[src/rtl/tdc_ctrl_pkg.sv]
// Shared types and constants for the TDC measurement sequencer.
// FSM state encoding, miss-counter ceiling and width helpers.
package tdc_ctrl_pkg;

  typedef enum logic [2:0] {
    IDLE    = 3'd0,
    ARM     = 3'd1,
    HOLD    = 3'd2,
    CAPTURE = 3'd3,
    ENCODE  = 3'd4,
    OUT     = 3'd5
  } tdc_state_e;

  localparam int unsigned MISS_MAX = 255;

  // Width needed to hold a thermometer count in 0..n_stages.
  function automatic int unsigned code_width(input int unsigned n_stages);
    return $clog2(n_stages + 1);
  endfunction

  function automatic int unsigned max_u(input int unsigned a, input int unsigned b);
    return (a > b) ? a : b;
  endfunction

endpackage

[src/rtl/tdc_therm_enc.sv]
// Combinational thermometer-to-binary encoder with bubble detection.
// Code is the run length of ones from bit 0; any one above the first zero flags a bubble.
module tdc_therm_enc
  import tdc_ctrl_pkg::*;
#(
  parameter int unsigned N_STAGES = 16,
  parameter int unsigned CODE_W   = code_width(N_STAGES)
) (
  input  logic [N_STAGES-1:0] therm_i,
  output logic [CODE_W-1:0]   code_o,
  output logic                bubble_o
);

  logic seen_zero;

  always_comb begin
    code_o    = '0;
    bubble_o  = 1'b0;
    seen_zero = 1'b0;
    for (int i = 0; i < int'(N_STAGES); i++) begin
      if (!therm_i[i]) begin
        seen_zero = 1'b1;
      end else if (seen_zero) begin
        bubble_o = 1'b1;
      end else begin
        code_o = CODE_W'(i + 1);
      end
    end
  end

endmodule

[src/rtl/tdc_ctrl.sv]
// TDC latch-array measurement sequencer: arm, hold/settle, capture, encode, then
// present the code on a valid/ready port. Drops (and counts) starts while busy.
//
// Handshake: out_valid rises when a result is ready and stays high, with out_code
// and out_bubble frozen, until the cycle in which out_ready is also high; that
// cycle is the transfer and the FSM is back in IDLE on the following cycle.
module tdc_ctrl
  import tdc_ctrl_pkg::*;
#(
  parameter int unsigned N_STAGES   = 16,
  parameter int unsigned ARM_CYC    = 2,
  parameter int unsigned SETTLE_CYC = 3,
  parameter int unsigned CODE_W     = code_width(N_STAGES)
) (
  input  logic                clk,
  input  logic                rst,
  input  logic                start,
  input  logic [N_STAGES-1:0] tdc_q,
  output logic                tdc_en_bar,
  output logic                busy,
  output logic                out_valid,
  input  logic                out_ready,
  output logic [CODE_W-1:0]   out_code,
  output logic                out_bubble,
  output logic [7:0]          miss_cnt,
  output tdc_state_e          dbg_state
);

  localparam int unsigned PH_MAX = max_u(ARM_CYC, SETTLE_CYC);
  localparam int unsigned CNT_W  = (PH_MAX > 1) ? $clog2(PH_MAX) : 1;
  localparam logic [CNT_W-1:0] ARM_LOAD    = CNT_W'(ARM_CYC - 1);
  localparam logic [CNT_W-1:0] SETTLE_LOAD = CNT_W'(SETTLE_CYC - 1);

  tdc_state_e          state_q;
  logic [CNT_W-1:0]    phase_q;
  logic [N_STAGES-1:0] cap_q;
  logic                en_bar_q;
  logic                busy_q;
  logic                valid_q;
  logic [CODE_W-1:0]   code_q;
  logic                bubble_q;
  logic [7:0]          miss_q;

  logic [CODE_W-1:0]   enc_code_d;
  logic                enc_bubble_d;

  tdc_therm_enc #(
    .N_STAGES (N_STAGES),
    .CODE_W   (CODE_W)
  ) u_enc (
    .therm_i  (cap_q),
    .code_o   (enc_code_d),
    .bubble_o (enc_bubble_d)
  );

  // Phase counter counts down from LOAD to 0, so each phase lasts LOAD+1 cycles.
  always_ff @(posedge clk) begin
    if (rst) begin
      state_q  <= IDLE;
      phase_q  <= '0;
      cap_q    <= '0;
      en_bar_q <= 1'b1;
      busy_q   <= 1'b0;
      valid_q  <= 1'b0;
      code_q   <= '0;
      bubble_q <= 1'b0;
      miss_q   <= '0;
    end else begin
      if (start && (state_q != IDLE) && (miss_q != 8'(MISS_MAX))) begin
        miss_q <= miss_q + 8'd1;
      end
      unique case (state_q)
        IDLE: begin
          if (start) begin
            state_q  <= ARM;
            en_bar_q <= 1'b0;
            busy_q   <= 1'b1;
            phase_q  <= ARM_LOAD;
          end
        end
        ARM: begin
          if (phase_q == '0) begin
            state_q  <= HOLD;
            en_bar_q <= 1'b1;
            phase_q  <= SETTLE_LOAD;
          end else begin
            phase_q <= phase_q - CNT_W'(1);
          end
        end
        HOLD: begin
          if (phase_q == '0) begin
            state_q <= CAPTURE;
          end else begin
            phase_q <= phase_q - CNT_W'(1);
          end
        end
        CAPTURE: begin
          cap_q   <= tdc_q;
          state_q <= ENCODE;
        end
        ENCODE: begin
          code_q   <= enc_code_d;
          bubble_q <= enc_bubble_d;
          valid_q  <= 1'b1;
          state_q  <= OUT;
        end
        OUT: begin
          if (out_ready) begin
            valid_q <= 1'b0;
            busy_q  <= 1'b0;
            state_q <= IDLE;
          end
        end
        default: begin
          state_q <= IDLE;
        end
      endcase
    end
  end

  assign tdc_en_bar = en_bar_q;
  assign busy       = busy_q;
  assign out_valid  = valid_q;
  assign out_code   = code_q;
  assign out_bubble = bubble_q;
  assign miss_cnt   = miss_q;
  assign dbg_state  = state_q;

endmodule
[config.mk]
export PLATFORM = sky130hd
export DESIGN_NAME = tdc_ctrl
export DESIGN_NICKNAME = d
export VERILOG_FILES = /design/src/rtl/tdc_ctrl_pkg.sv /design/src/rtl/tdc_therm_enc.sv /design/src/rtl/tdc_ctrl.sv
export SDC_FILE = /design/constraint.sdc
export NUM_CORES = 1
export LEC_CHECK = 0
export BUFFER_PORTS_ARGS = -buffer_cell sky130_fd_sc_hd__buf_2
export CORE_UTILIZATION = 45
export CTS_CLUSTER_DIAMETER = 100
export DETAILED_ROUTE_END_ITERATION = 6
export MAX_ROUTING_LAYER = met4
export PLACE_DENSITY = 0.68
export SYNTH_ARGS = -nofsm -noshare
export SYNTH_HDL_FRONTEND = slang
export SYNTH_SLANG_ARGS = --single-unit
export TNS_END_PERCENT = 30
[constraint.sdc]
create_clock -name clk -period 2.1 [get_ports clk]
set_clock_uncertainty 0.05 [all_clocks]
set_input_delay 0.105 -clock clk [delete_from_list [all_inputs] [get_ports clk]]
set_output_delay 0.105 -clock clk [all_outputs]
set_load 0.01 [all_outputs]
==> impl_metrics.env <==
export IMPL_route_detailed_drc=0
export IMPL_synth_area_leaders="dfxtp_1 42%, nand2_1 11%, a21oi_1 9.2%"
export IMPL_ys_seq_area_share_pct=42.5
export IMPL_avgRoutedWirePerCell_um=11.5
export IMPL_post_cts_resized=0
export IMPL_cts_buffer_depth=2
export IMPL_critPathKind="register to register"
export IMPL_drtIter0Drc=76
export IMPL_cts_sink_count=38
export IMPL_synthCells=235
export IMPL_cts_tree="built"
export IMPL_rsz0062_at_grt="false"
export IMPL_synthArstFlopShare_pct=0
export IMPL_synth_flop_cell="dfxtp_1"
export IMPL_layout_commonest_cell="nand2_1"
export IMPL_via_count=1734
export IMPL_total_power_mw=1.74
export IMPL_min_path_type="primary input to register"
export IMPL_fin_nets=308
export IMPL_fin_crit_sh_pct=86.0
export IMPL_critPathArrivalTime_ns=1.98
export IMPL_top_layer="met4"
export IMPL_syn_area_um2=1790
export IMPL_post_cts_setup_buffer_count=0
export IMPL_via_per_inst=5.19
export IMPL_fill_cells=389
export IMPL_multiInputGateArea_um2=953
export IMPL_cts_htree_levels=2
export IMPL_finalSetupViolCount=0
export IMPL_grt_max_degree=29
export IMPL_worstSkewPairLatency_ns=0.29
export IMPL_synth_edf_count=0
export IMPL_seq_area_um2=761
export IMPL_max_slew_margin_pct=70.3
export IMPL_row_count=22
export IMPL_synth_distinct_cells=38
export IMPL_worstSetupStartpointType="register"
export IMPL_final_setup_tns_ns=0
export IMPL_slew_violations=0
export IMPL_ys_warn_count=0
export IMPL_syn_area_per_cell_um2=7.62
export IMPL_wl_met2_um=1600
export IMPL_cts_inserted_buffers=5
export IMPL_coreArea_um2=3740
export IMPL_gr_total_overflow=0
export IMPL_peakVddDrop_mv=0.496
export IMPL_dieArea_um2=4230
export IMPL_syn_nets=258
export IMPL_wl_met1_um=2030
export IMPL_grt_pass1_vias=1571
export IMPL_track_usage_pct=21.4
export IMPL_synth_top_cell_area_share_pct=42.5
export IMPL_cp_max_fo=11
export IMPL_max_freq_mhz=554
export IMPL_leakage_nw=0.870
export IMPL_areaGrowthSynthToFinish_pct=24.2
export IMPL_cp_end_kind="register"
export IMPL_antenna_found_initial=0
export IMPL_place_congestion=0.813
export IMPL_n_antenna_cell=0
export IMPL_start_util_pct=47.8
export IMPL_grt_pass1_wl_um=6840
export IMPL_hold_viol_final=0
export IMPL_final_cell_mix="52 x nand2_1, 39 x buf_2, 38 x dfxtp_1, 33 x a21oi_1, 21 x nor2_1"
export IMPL_fp_dieW_um=65.1
export IMPL_drt_pre_antenna_iters=4
export IMPL_layout_drive_gt1_share_pct=19.2
export IMPL_ant_nets=0
export IMPL_io_pins=40
export IMPL_synth_top_area_cell="dfxtp_1"
export IMPL_io_buffers=39
export IMPL_status="finished clean"
export IMPL_wl_met3_um=168
export IMPL_worst_pin_slew_ns=0.440
export IMPL_die_h_um=65.1
export IMPL_wl_um=3850
export IMPL_ys_ff_latch=38
export IMPL_hpwl_um=2680
export IMPL_maxCapViolCount=0
export IMPL_min_period_ns=1.81
export IMPL_cts_root_buffer_cell="clkbuf_8"
export IMPL_required_ns=2.28
export IMPL_power_density_nw_per_um2=784
export IMPL_clk_pin_slew_ns=0.07
==> area by class of cell <==
cell class / count / share of cell area (%)
Sequential cell: 38 / 34.2
Clock buffer: 7 / 3.88
Tap cell: 48 / 2.70
Timing Repair Buffer: 54 / 14.7
Multi-Input combinational cell: 178 / 42.9
Inverter: 8 / 1.35
Clock inverter: 1 / 0.225
==> stage by stage <==
| stage | hold WS, ns | instances | instance area (µm²) | util [%] | setup WS, ns |
|---|---|---|---|---|---|
| global placement | 0.298 | 318 | 2050 | 54.8 | 0.365 |
| CTS | 0.000764 | 334 | 2220 | 59.4 | 0.304 |
| detailed placement | 0.303 | 318 | 2050 | 54.8 | 0.323 |
| finish | 0.00368 | 334 | 2220 | 59.4 | 0.293 |
| global route | 0.00710 | 334 | 2220 | 59.4 | 0.0630 |
| floorplan | 0.171 | 235 | 1790 | - | 0.358 |
==> critical path: stages (launching register included) <==
cell	delay [ns]
dfxtp_1	0.54
nor2b_1	0.30
nand2b_1	0.12
a41oi_1	0.38
o21ai_0	0.19
a21oi_1	0.16
==> worst paths after layout <==
path | to | start | cells after the start | slack [ns]
setup / recovery | out_code[2]$_SDFFE_PP0P_ | dbg_state[2]$_SDFFE_PP0P_ | 5 | 0.29
hold / removal | cap_q[12]$_SDFFE_PP0N_ | tdc_q[12] | 3 | 0.004
setup reg to reg | out_code[2]$_SDFFE_PP0P_ | dbg_state[2]$_SDFFE_PP0P_ | 5 | 0.29
hold reg to reg | out_valid$_SDFFE_PP0P_ | out_valid$_SDFFE_PP0P_ | 2 | 0.41
==> registers in the layout, indices dropped and copies added (netlist names) <==
signal and flops:
busy 1, cap_q 16, dbg_state 3, miss_cnt 8, out_bubble 1, out_code 5, out_valid 1, phase_q 2
tdc_en_bar 1
==> cell families (layout without fill, tap and decap cells) <==
| group | count (synthesis) | count (layout) | synth area share, % |
|---|---|---|---|
| simple gates | 108 | 108 | 27.6 |
| compound gates | 60 | 60 | 20.0 |
| flops | 38 | 38 | 42.5 |
| buf+inv | 19 | 70 | 4.26 |
| xor+xnor | 5 | 5 | 2.45 |
| fa+ha+maj | 3 | 3 | 2.10 |
| mux | 2 | 2 | 1.12 |
==> synthesized netlist by cell type, drive strengths merged, types with 2 or more instances <==
cell / number
mux2i: 2
ha: 3
nand4: 2
or3: 3
clkbuf: 8
nand3: 8
a211oi: 2
xnor2: 4
buf: 3
o21ai: 9
nor2b: 3
nand3b: 2
o311ai: 2
inv: 8
dfxtp: 38
nor4: 2
nand2b: 6
nor3: 7
a21oi: 33
a31oi: 4
nand2: 52
nor2: 21
==> power breakdown <==
part | total [mW] | leakage (nW) | internal [mW] | switching, mW
clock network | 0.517 | 0.0482 | 0.265 | 0.253
logic | 0.374 | 0.514 | 0.176 | 0.199
registers | 0.853 | 0.308 | 0.779 | 0.0733
==> timing repair <==
item | CTS | global route
setup endpoints to repair | 0 | 0
hold buffers | 8 | 0
endpoints found under the hold margin | 8 | 0
==> per-layer routing <==
layer | track usage [%] | vias up
met2 | 31.5 | 40
met1 | 28.6 | 782
met5 | - | -
li1 | - | 908
met3 | 4.40 | 4
met4 | 8.42 | 0
(Power assumes the default switching activity.)
